### config.mk
export PLATFORM = sky130hd
export DESIGN_NAME = pipeline_stall_ctrl
export DESIGN_NICKNAME = d
export VERILOG_FILES = /design/src/rtl/pipeline_stall_ctrl.sv
export SDC_FILE = /design/constraint.sdc
export NUM_CORES = 1
export LEC_CHECK = 0
export BUFFER_PORTS_ARGS = -buffer_cell sky130_fd_sc_hd__clkbuf_2
export CAP_MARGIN = 30
export CELL_PAD_IN_SITES_DETAIL_PLACEMENT = 0
export CELL_PAD_IN_SITES_GLOBAL_PLACEMENT = 1
export CORE_MARGIN = 5
export CORE_UTILIZATION = 25
export DETAILED_ROUTE_END_ITERATION = 7
export GPL_TIMING_DRIVEN = 0
export PLACE_DENSITY_LB_ADDON = 0.08
export SLEW_MARGIN = 30
export SYNTH_ARGS = -nofsm -noshare
export SYNTH_HDL_FRONTEND = slang
export SYNTH_SLANG_ARGS = --single-unit
### constraint.sdc
create_clock -name clk -period 4.15 [get_ports clk]
set_clock_uncertainty 0.05 [all_clocks]
set_input_delay 0.415 -clock clk [delete_from_list [all_inputs] [get_ports clk]]
set_output_delay 0.415 -clock clk [all_outputs]
set_load 0.05 [all_outputs]
### src/rtl/pipeline_stall_ctrl.sv
// -----------------------------------------------------------------------------
// pipeline_stall_ctrl
//
// Central stall/flush sequencer for the 5-stage RV32I pipeline. Detects
// load-use hazards and taken branches, handshakes with the data cache for
// MEM-stage loads/stores and waits out instruction-cache misses. Drives the
// per-stage pipeline-register write enables, the IF/ID flush and ID/EX bubble
// controls, and the one-cycle mem_done strobe for the EX-stage bypass unit.
// Also keeps a saturating stall-cycle counter and a sticky data-memory
// timeout flag.
//
// Ports
//   clk             clock, rising edge
//   reset           asynchronous, active-high reset; forces all outputs to 0
//   ifid_rs1/rs2    source registers of the instruction in ID
//   idex_rd         destination register of the instruction in EX
//   idex_memread    instruction in EX is a load
//   branch_taken    branch/jump in EX resolved taken
//   exmem_memread   MEM-stage instruction is a load
//   exmem_memwrite  MEM-stage instruction is a store
//   dmem_done       data cache completion (load data valid this cycle)
//   imem_ready      instruction cache returns a valid fetch this cycle
//   pc_write .. memwb_write   pipeline-register load enables
//   ifid_flush      load NOP into IF/ID
//   idex_bubble     load NOP into ID/EX
//   dmem_req        data cache request (level)
//   mem_done        load/store completion strobe to the bypass unit
//   state           FSM state, debug only
//   stall_cycles    saturating count of cycles with pc_write = 0
//   err             sticky data-memory timeout flag
//
// State | meaning
// ------+------------------------------------------------------------------
// RUN   | normal issue; branch / load-use / miss / data access detection
// DWAIT | whole pipeline frozen while the data cache completes the access
// IWAIT | fetch stalled on an I-cache miss; IF/ID flushed, rest advances
// ERR   | data cache never answered; pipeline frozen until reset
// -----------------------------------------------------------------------------
module pipeline_stall_ctrl #(
  parameter int CNT_W   = 16,
  parameter int TIMEOUT = 255
) (
  input  logic             clk,
  input  logic             reset,
  input  logic [4:0]       ifid_rs1,
  input  logic [4:0]       ifid_rs2,
  input  logic [4:0]       idex_rd,
  input  logic             idex_memread,
  input  logic             branch_taken,
  input  logic             exmem_memread,
  input  logic             exmem_memwrite,
  input  logic             dmem_done,
  input  logic             imem_ready,
  output logic             pc_write,
  output logic             ifid_write,
  output logic             idex_write,
  output logic             exmem_write,
  output logic             memwb_write,
  output logic             ifid_flush,
  output logic             idex_bubble,
  output logic             dmem_req,
  output logic             mem_done,
  output logic [1:0]       state,
  output logic [CNT_W-1:0] stall_cycles,
  output logic             err
);

  localparam logic [1:0] ST_RUN   = 2'b00;
  localparam logic [1:0] ST_DWAIT = 2'b01;
  localparam logic [1:0] ST_IWAIT = 2'b10;
  localparam logic [1:0] ST_ERR   = 2'b11;

  localparam int                WAIT_W    = (TIMEOUT < 1) ? 1 : $clog2(TIMEOUT + 1);
  localparam logic [WAIT_W-1:0] WAIT_LAST = WAIT_W'(TIMEOUT);
  localparam logic [CNT_W-1:0]  CNT_MAX   = {CNT_W{1'b1}};

  // write enables packed as {pc, ifid, idex, exmem, memwb}
  localparam logic [4:0] WEN_ALL  = 5'b11111;
  localparam logic [4:0] WEN_NONE = 5'b00000;

  logic [1:0]        state_q, state_d;
  logic [WAIT_W-1:0] wait_cnt_q, wait_cnt_d;
  logic [WAIT_W-1:0] wait_inc;
  logic [CNT_W-1:0]  stall_cnt_q, stall_cnt_d;
  logic              err_q, err_d;

  logic [4:0] wen_c;
  logic       ifid_flush_c;
  logic       idex_bubble_c;
  logic       dmem_req_c;
  logic       mem_done_c;
  logic       data_access;
  logic       load_use;
  logic       hazard_en;

  always_comb begin
    data_access = exmem_memread | exmem_memwrite;
    load_use    = idex_memread && (idex_rd != 5'd0) &&
                  ((idex_rd == ifid_rs1) || (idex_rd == ifid_rs2));
    wait_inc    = wait_cnt_q + WAIT_W'(1);

    wen_c         = WEN_ALL;
    ifid_flush_c  = 1'b0;
    idex_bubble_c = 1'b0;
    dmem_req_c    = 1'b0;
    mem_done_c    = 1'b0;
    hazard_en     = 1'b0;
    state_d       = state_q;
    wait_cnt_d    = wait_cnt_q;
    err_d         = err_q;

    case (state_q)
      ST_RUN: begin
        if (data_access) begin
          wen_c      = WEN_NONE;
          dmem_req_c = 1'b1;
          wait_cnt_d = '0;
          state_d    = ST_DWAIT;
        end else if (!imem_ready) begin
          wen_c[4]     = 1'b0;
          ifid_flush_c = 1'b1;
          state_d      = ST_IWAIT;
        end else begin
          hazard_en = 1'b1;
        end
      end

      ST_DWAIT: begin
        dmem_req_c = 1'b1;
        if (dmem_done) begin
          // Pipeline advances this cycle, so EX/ID hazards still need service.
          mem_done_c = 1'b1;
          hazard_en  = 1'b1;
          state_d    = ST_RUN;
        end else begin
          wen_c      = WEN_NONE;
          wait_cnt_d = wait_inc;
          if (wait_inc == WAIT_LAST) begin
            state_d = ST_ERR;
            err_d   = 1'b1;
          end
        end
      end

      ST_IWAIT: begin
        if (data_access) begin
          wen_c      = WEN_NONE;
          dmem_req_c = 1'b1;
          wait_cnt_d = '0;
          state_d    = ST_DWAIT;
        end else if (imem_ready) begin
          hazard_en = 1'b1;
          state_d   = ST_RUN;
        end else begin
          wen_c[4]     = 1'b0;
          ifid_flush_c = 1'b1;
          if (branch_taken) begin
            // Redirect the PC now; the miss wait continues at the new target.
            wen_c[4]      = 1'b1;
            idex_bubble_c = 1'b1;
          end
        end
      end

      default: begin
        wen_c = WEN_NONE;
        err_d = 1'b1;
      end
    endcase

    if (hazard_en) begin
      if (branch_taken) begin
        ifid_flush_c  = 1'b1;
        idex_bubble_c = 1'b1;
      end else if (load_use) begin
        wen_c[4]      = 1'b0;
        wen_c[3]      = 1'b0;
        idex_bubble_c = 1'b1;
      end
    end

    if (!wen_c[4] && (stall_cnt_q != CNT_MAX)) begin
      stall_cnt_d = stall_cnt_q + CNT_W'(1);
    end else begin
      stall_cnt_d = stall_cnt_q;
    end
  end

  always_ff @(posedge clk or posedge reset) begin
    if (reset) begin
      state_q     <= ST_RUN;
      wait_cnt_q  <= '0;
      stall_cnt_q <= '0;
      err_q       <= 1'b0;
    end else begin
      state_q     <= state_d;
      wait_cnt_q  <= wait_cnt_d;
      stall_cnt_q <= stall_cnt_d;
      err_q       <= err_d;
    end
  end

  // Reset gates every output combinationally so a reset mid-access drops
  // dmem_req in the same cycle instead of waiting for a clock edge.
  assign {pc_write, ifid_write, idex_write, exmem_write, memwb_write} =
         reset ? WEN_NONE : wen_c;
  assign ifid_flush   = ifid_flush_c  & ~reset;
  assign idex_bubble  = idex_bubble_c & ~reset;
  assign dmem_req     = dmem_req_c    & ~reset;
  assign mem_done     = mem_done_c    & ~reset;
  assign state        = reset ? ST_RUN : state_q;
  assign stall_cycles = reset ? '0 : stall_cnt_q;
  assign err          = err_q & ~reset;

endmodule

### Word-level counts from Yosys, hierarchy flattened

Cells that the tools add are included.
Widths: inputs -> output; s select.

* output and inout bits: 28
* input bits: 23
* memories kept: 0
* ROM bits: 0
* register bits after elaboration: 27
* RAM bits: 0
* latch bits: 0

* $mul: 0
* bitwise logic cells: 8
* reductions and logical operators: 13
* shifts and indexed selects: 0
* equal/unequal tests: 12
* add/subtract/negate cells: 2
* multiplexer cells: 43
* div/mod/pow operators: 0
* magnitude comparators: 0

Operator list (number)
* $mux 1: 21
* $mux 2: 10
* $add 16x1->16 const B: 1
* $mux 16: 1
* $mux 8: 2
* $ne 16x16->1 const B: 1
* $pmux 8 s2: 1
* $pmux 5 s3: 1
* $eq 5x5->1: 2
* $mux 5: 2
* $ne 3x3->1 const B: 3
* $add 8x1->8 const B: 1
* $eq 8x8->1 const B: 1
* $pmux 1 s2: 3
* $pmux 2 s3: 1
* $reduce_and 3->1: 2
* $and 1x1->1: 5
* $reduce_bool 5->1: 1
* $mux 4: 1
* $ne 2x2->1 const B: 2
* $reduce_and 4->1: 1
* $logic_and 1x1->1: 3
* $reduce_bool 3->1: 1
* $eq 2x1->1 const B: 1
* other kinds (9): 10

### Depth between registers and ports, before layout

Gate-level depths: netlist of the first run.

* word-level depth: 9
* mapped depth: 8
* depth with buffers taken out: 8

### Worst setup path after synthesis of the first run

OpenSTA, ideal clock, no wires.

* path type: register -> output
* from: register state_q[0]
* to: output ifid_write
* path slack: 0.555 ns
* required time: 3.685 ns
* data arrival time: 3.130 ns
* stages on the path, launching flop included: 8
* path through: dfrtp_1 inv_1 ha_1 or2_2 nand2_1 and2_1 nor3_1 nor2b_1

* longest elaborated chain between the ends: 6
* elaborated cells on any way between the ends: 10

RTL lines
* from (decl): line 81 `logic [1:0] state_q, state_d;`
* from (signal assigned): line 196 `state_q <= state_d;`
* $eq 2x2->1 (tied with other cells): line 112 `case (state_q)`
* $pmux 5 s3: line 112
* $mux 2: line 175 `end else if (load_use) begin`
* $mux 2: line 172 `if (branch_taken) begin`
* $mux 2 *: line 171 `if (hazard_en) begin`
* $mux 5 *: line 206 `reset ? WEN_NONE : wen_c;`
* to (decl): line 55 `output logic ifid_write,`

Every way passes the cells marked *; elsewhere a longest branch is shown, timed or not.

### Worst setup path after layout of the first run

* from: register state_q[0]
* to: output pc_write

* longest elaborated chain between the ends: 6
* elaborated cells on any way between the ends: 10

RTL lines
* $eq 2x2->1 (tied with other cells): line 112
* $pmux 5 s3: line 112
* $mux 2: line 175
* $mux 2: line 172
* $mux 2 *: line 171
* $mux 5 *: line 206
* to (decl): line 54 `output logic pc_write,`

Marks and branches as above.

==> results of run 1 <==
Yosys cell counts:
cell type,n,area share (%)
buf_4,2,0.78
or4_1,1,0.39
a31oi_2,1,0.65
nand3b_1,1,0.39
o31ai_1,2,0.78
a211oi_1,1,0.39
or2_2,1,0.33
nand2b_1,4,1.3
mux2_2,2,1.2
and2_1,1,0.33
o22ai_1,1,0.33
ha_1,7,4.6
or2_1,1,0.33
nor2_1,30,5.9
a21oi_4,1,0.85
mux2_1,1,0.59
xnor2_1,14,6.4
or3_1,1,0.33
nor3_2,2,1.0
o21ai_2,1,0.46
a31o_2,1,0.46
nor4_1,1,0.33
nor4_4,3,3.3
nand4_2,1,0.65
dfrtp_1,27,35
nand4b_1,1,0.46
nand4_1,3,0.98
a21oi_1,5,1.3
o21ai_0,10,2.6
inv_1,9,1.8
and3_1,1,0.33
o41ai_1,2,0.91
nor3_1,7,1.8
xor2_1,15,6.9
nand2_1,27,5.3
nor2b_1,17,5.6
clkbuf_1,3,0.59
nand3_1,11,2.9
o32a_1,2,1.0
o21ai_1,1,0.26
cells by family after synthesis:
kind of cell / after synthesis
xor gates and xnor gates: 29
buffers and inverters: 14
adders and majority gates: 7
DFF: 27
muxes: 3
AOI/OAI and AO/OA: 28
and+or+nand+nor: 114
worst max-delay path: cells and delay by family, from the launching register on:
family / cells / cell delay (ps)
flip-flops: 1 / 470
AO/OA/AOI/OAI: 1 / 410
buffers and inverters: 2 / 390
adder cells (fa/ha/maj): 1 / 230
AND/OR/NAND/NOR: 5 / 630
sequential cells by signal (all words and copies together), names as in the netlist:
signal,flops
stall_cnt_q,16
state_q,2
err_q,1
wait_cnt_q,8
stage by stage:
step | utilization, % | hold slack [ps] | area (sq um) | power, mW | setup WS (ps)
4_1_cts | 30.79 | 426.5 | 2342 | 1.511 | 1227
5_1_grt | 30.79 | 458.8 | 2342 | 1.609 | 1032
2_1_floorplan | - | 383.5 | 1916 | 1.134 | 555.1
3_3_place_gp | 30.15 | 400.3 | 2293 | 1.342 | 1553
6_report | 30.79 | 416.5 | 2342 | 1.485 | 1277
3_5_place_dp | 30.15 | 402.4 | 2293 | 1.340 | 1550
how the worst max path moves through the flow:
| stage | end | startpoint | cells past startpoint |
|---|---|---|---|
| after global placement | pc_write | state_q[0] | 9 |
| after global routing | pc_write | state_q[0] | 9 |
| after detailed placement | pc_write | state_q[0] | 9 |
| after CTS | pc_write | state_q[0] | 9 |
| after floorplan | ifid_write | state_q[0] | 7 |
| final | pc_write | state_q[0] | 9 |
per-layer routing:
layer / up-vias / GRT usage, %
met5: - / 0
met4: 0 / 1.278
met3: 2 / 2.297
met2: 31 / 18.29
met1: 794 / 12.85
li1: 862 / -
final cells by class:
cell class | instances | area (sq um) | area share, %
multi-input combinational | 181 | 1180 | 50.37
timing repair buffer | 50 | 250.2 | 10.68
clock buffer | 3 | 41.29 | 1.763
inverter | 9 | 33.78 | 1.442
clock inverter | 1 | 7.507 | 0.3205
tap | 102 | 127.6 | 5.449
sequential | 27 | 675.6 | 28.85
buffer | 5 | 26.28 | 1.122
power by group:
part	leakage [nW]	internal (mW)	switching, mW	total (mW)
Combinational	0.660	0.275	0.577	0.852
Clock	0.0217	0.0684	0.0939	0.162
Sequential	0.310	0.355	0.115	0.470
Total	0.992	0.698	0.786	1.48
==> out/metrics.cfg, run 1 <==
[worst_hold_path]
whs_endpoint=err_q
holdPathStages=1
hp-start=err_q
hp-class=reg -> reg

[clocking]
clkTransAtPathRegs_ps=100
cts.htree.levels=1
cts_tree=built
worst_skew_pair.late_latency_ps=280
cts_resized=0
cts_buffers=3
postCtsSetupBuffers=0
clockBufferDepth=2
hold_buffers=0
clock-root-buffer=clkbuf_8
cts_sinks=27

[layout]
nets=307
layout_commonest_cell=clkbuf_2
final_cell_mix=clkbuf_2 (50), nor2_1 (30), nand2_1 (27), dfrtp_1 (27), nor2b_1 (17)
final_cells=378
drive_above_1_share_pct=25.36
nFillCells=863
antenna_cells=0
area_growth_pct=22.27

[logic_synthesis]
synth-seq-area-share_pct=35.27
synth_fa_ha_area_share_pct=4.572
synth_xor_area_share_pct=13.26
synth-seq-cells=27
syn_inst=222
synth_top_family_by_area=simple AND/OR/NAND/NOR gates
syn_avg_cell_area_sq_um=8.629
ys_warn_count=0
syn_nets=252
syn_area_sq_um=1916
synth-compound-area-share_pct=10.06
synthMuxAreaShare_pct=1.764
yosys.area_share.simple_pct=31.94
synth_cell_types=40

[timing]
worstMarginPinSlew_ps=607.7
fin_crit_ps=2873
fin_setup_tns_ps=0
rsz0062_at_grt=no
finalCritPeriodShare_pct=69.22
maxSlewViolCount=0
max_freq_mhz=348.1
final-hold-violation-count=0
setup_violations=0
slew_headroom_pct=59.43

[grt]
grt_pass1_wl_um=8162
grt_overflow_total=0
grtUsageTotal_pct=10.22
grt_pass1_vias=1694
grt_max_degree=28
grt_antenna_before_repair=0

[critical_path]
path_max_fanout=7
worst-r2r-cell-count=7
crit_path_end_kind=output pin
reg2reg_slack_ps=1760
path_class=reg -> out
reg2reg_from=state_q[0]
timing.rr.end=stall_cnt_q[1]
critPathArrivalTime_ps=2410
worst_setup_path_start_kind=register
cpMostUsedCell=nor2_1
critPathMaxStageDelay_ps=470
crit_slowest_cell=dfrtp_1
path_cells=inv_1 -> ha_1 -> nor2_1 -> o32a_1 -> nor2_1 -> nand2_1 -> nor2_1 -> nor3_1 -> clkbuf_2
required_ps=3680

[detailed_routing]
drt_iter0_markers=22
vias=1689
wl_met3_um=175
via_per_inst=4.468
wl_met2_um=2381
wl_met1_um=2219
ant_nets=0
wl_per_cell_um=12.67
dr.pass1.iters=4
drc=0
drt_wl_total_um=4790
top_layer=met4

[floorplanning]
rows=32
core_area_sq_um=7607
die_area_sq_um=9513
die_h_um=97.54
die_w_um=97.54
initial_core_util_pct=25.18
pin_count=51

[place]
hpwl_um=3779
routabilityCongestion=0.7043
dp_cells=374
port_buffers=50

[power_and_ir_drop]
power.density_nw_per_um2=633.8
peakVddDrop_v=0.0002013
p_leak_nw=0.9925

[job]
drv_cap=0

[run_status]
status=complete, no violations

No activity file was read; power rests on OpenSTA's default activity.
==> run 2, diff against run 1 <==
Clock period 4.15 ns to 2.6 ns, I/O delays scaled along.
==> run 2 against run 1 <==
Against the previous run:
- worst setup slack lost 1100 ps
- sequential share of layout area shrank 1.0 points
- combinational power is 68% higher
- via count rose by 0.24%
- clock power increased by 52%
- final cell count increased by 1.1%
- critical path depth unchanged
- non-clock buffer count grew 4
- critical endpoint unchanged
- highest routed layer unchanged
==> out/metrics.cfg, run 2 (same netlist as run 1, synthesis figures left out) <==
[layout]
area_growth_pct=27.30
nets=311
drive_above_1_share_pct=30.00
final_cells=382
layout_commonest_cell=clkbuf_2
largest-register=stall_cnt_q
largest_reg_flops=16
reg.largest.list=stall_cnt_q x16, wait_cnt_q x8, state_q x2
finish.instance_area_sq_um=2439
antenna_cells=0
final_cell_mix=clkbuf_2 (46), nor2_1 (28), nand2_1 (27)

[clocking]
cts_sinks=27
cts_buffers=3
clkTransAtPathRegs_ps=90
worst_skew_pair.late_latency_ps=270
cts_tree=built
cts.htree.levels=1
clockBufferDepth=2
clock-root-buffer=clkbuf_8

[place]
port_buffers=50
dpl_cell_area_sq_um=2306
hpwl_um=3769
routabilityCongestion=0.7223
dp_cells=374

[floorplanning]
die_h_um=97.54
core_area_sq_um=7607
die_w_um=97.54
rows=32
initial_core_util_pct=25.18
pin_count=51
die_area_sq_um=9513

[worst_hold_path]
hp-class=in -> reg

[run_status]
status=complete, no violations

[grt]
grt_use_met2_pct=17.55
grt_pass1_vias=1701
use_met3_pct=2.369
grt_pass1_wl_um=8128
grt_antenna_before_repair=0
grt_overflow_total=0
busiest_layer=met2
grt_use_met1_pct=13.48
grt_max_degree=28
grtUsageTotal_pct=10.24

[timing]
slew_headroom_pct=58.93
max_freq_mhz=405.4
maxSlewViolCount=0
fin_crit_ps=2467
worstMarginPinSlew_ps=615.1
rsz0062_at_grt=no
setup_violations=0
finalCritPeriodShare_pct=94.87
final-hold-violation-count=0

[detailed_routing]
drt_iter0_markers=54
via_per_inst=4.432
ant_nets=0
drt_wl_total_um=4912
dr.pass1.iters=4
vias=1693
drc=0
wl_per_cell_um=12.86

[power_and_ir_drop]
peakVddDrop_v=0.0003767
p_total_mw=2.443
power.density_nw_per_um2=1002
p_leak_nw=1.013

[critical_path]
critPathArrivalTime_ps=2160
path_max_fanout=7
worst_setup_path_start_kind=register
path_class=reg -> out
required_ps=2290
crit_path_end_kind=output pin

[job]
drv_cap=0

## run 2: cell types whose count changed in the layout (fill, tap and decap cells not counted), sizes merged
cell	change
buf	+6
clkinvlp	-1
clkbuf	-1
## run 2: report_power, final
group / internal [mW] / total, mW / leakage (nW) / switching (mW)
combinational: 0.491 / 1.43 / 0.682 / 0.943
sequential: 0.570 / 0.764 / 0.308 / 0.194
clock: 0.110 / 0.246 / 0.0228 / 0.136
total: 1.17 / 2.44 / 1.01 / 1.27
## run 2: area by class of cell
class                   instances  area (sq um)
fillers                       854          5169
multi-input cells             181          1231
flip-flops and latches         27         678.2
repair buffers                 54         296.5
well taps                     102         127.6
clock buffers                   4         45.04
inverters                       9         33.78
plain buffers                   5         26.28
## run 2: per-stage QoR
stage	hold WS, ps	setup slack [ps]	setup TNS [ps]	utilization (%)
after global routing	354.2	11.64	0	32.06
after CTS	321.9	0.2458	0	31.20
after floorplan	383.5	-138.3	-138.3	-
final	330.9	133.4	0	32.06
after detailed placement	401.5	142.3	0	30.31
after global placement	405.4	116.0	0	30.31
## run 2: repair_timing
action                                  4_1_cts  5_1_grt
hold endpoints to repair                      0        0
pin swaps                                     0        3
endpoints found under the setup margin        4        6
hold buffers                                  0        0
gates resized for setup                       8       11
buffers inserted                              0        4
## run 2: critical path, stage by stage (launching register included)
cell and delay (ps):
dfrtp_2 480, inv_2 110, ha_1 210, nor2_1 100, o32a_1 340, nor2_2 110
nand2_1 90, nor2_2 180, nor3_2 50, clkbuf_8 200
## run 2: routing by layer
layer / share of wire, % / wire (um)
met2: 49 / 2390
met4: 0.55 / 27
met5: 0 / 0
met1: 48 / 2343
met3: 3.1 / 151
## run 2: path summary, 6_finish.rpt
check | slack (ps) | end | depth (start not counted) | from
setup / recovery | 130 | pc_write | 9 | state_q[0]
hold / removal | 330 | wait_cnt_q[2] | 4 | dmem_done
setup reg to reg | 250 | stall_cnt_q[1] | 8 | state_q[0]
hold reg to reg | 430 | err_q | 1 | err_q
max in group asynchronous | 1560 | state_q[1] | 3 | reset
min in group asynchronous | 500 | stall_cnt_q[1] | 3 | reset
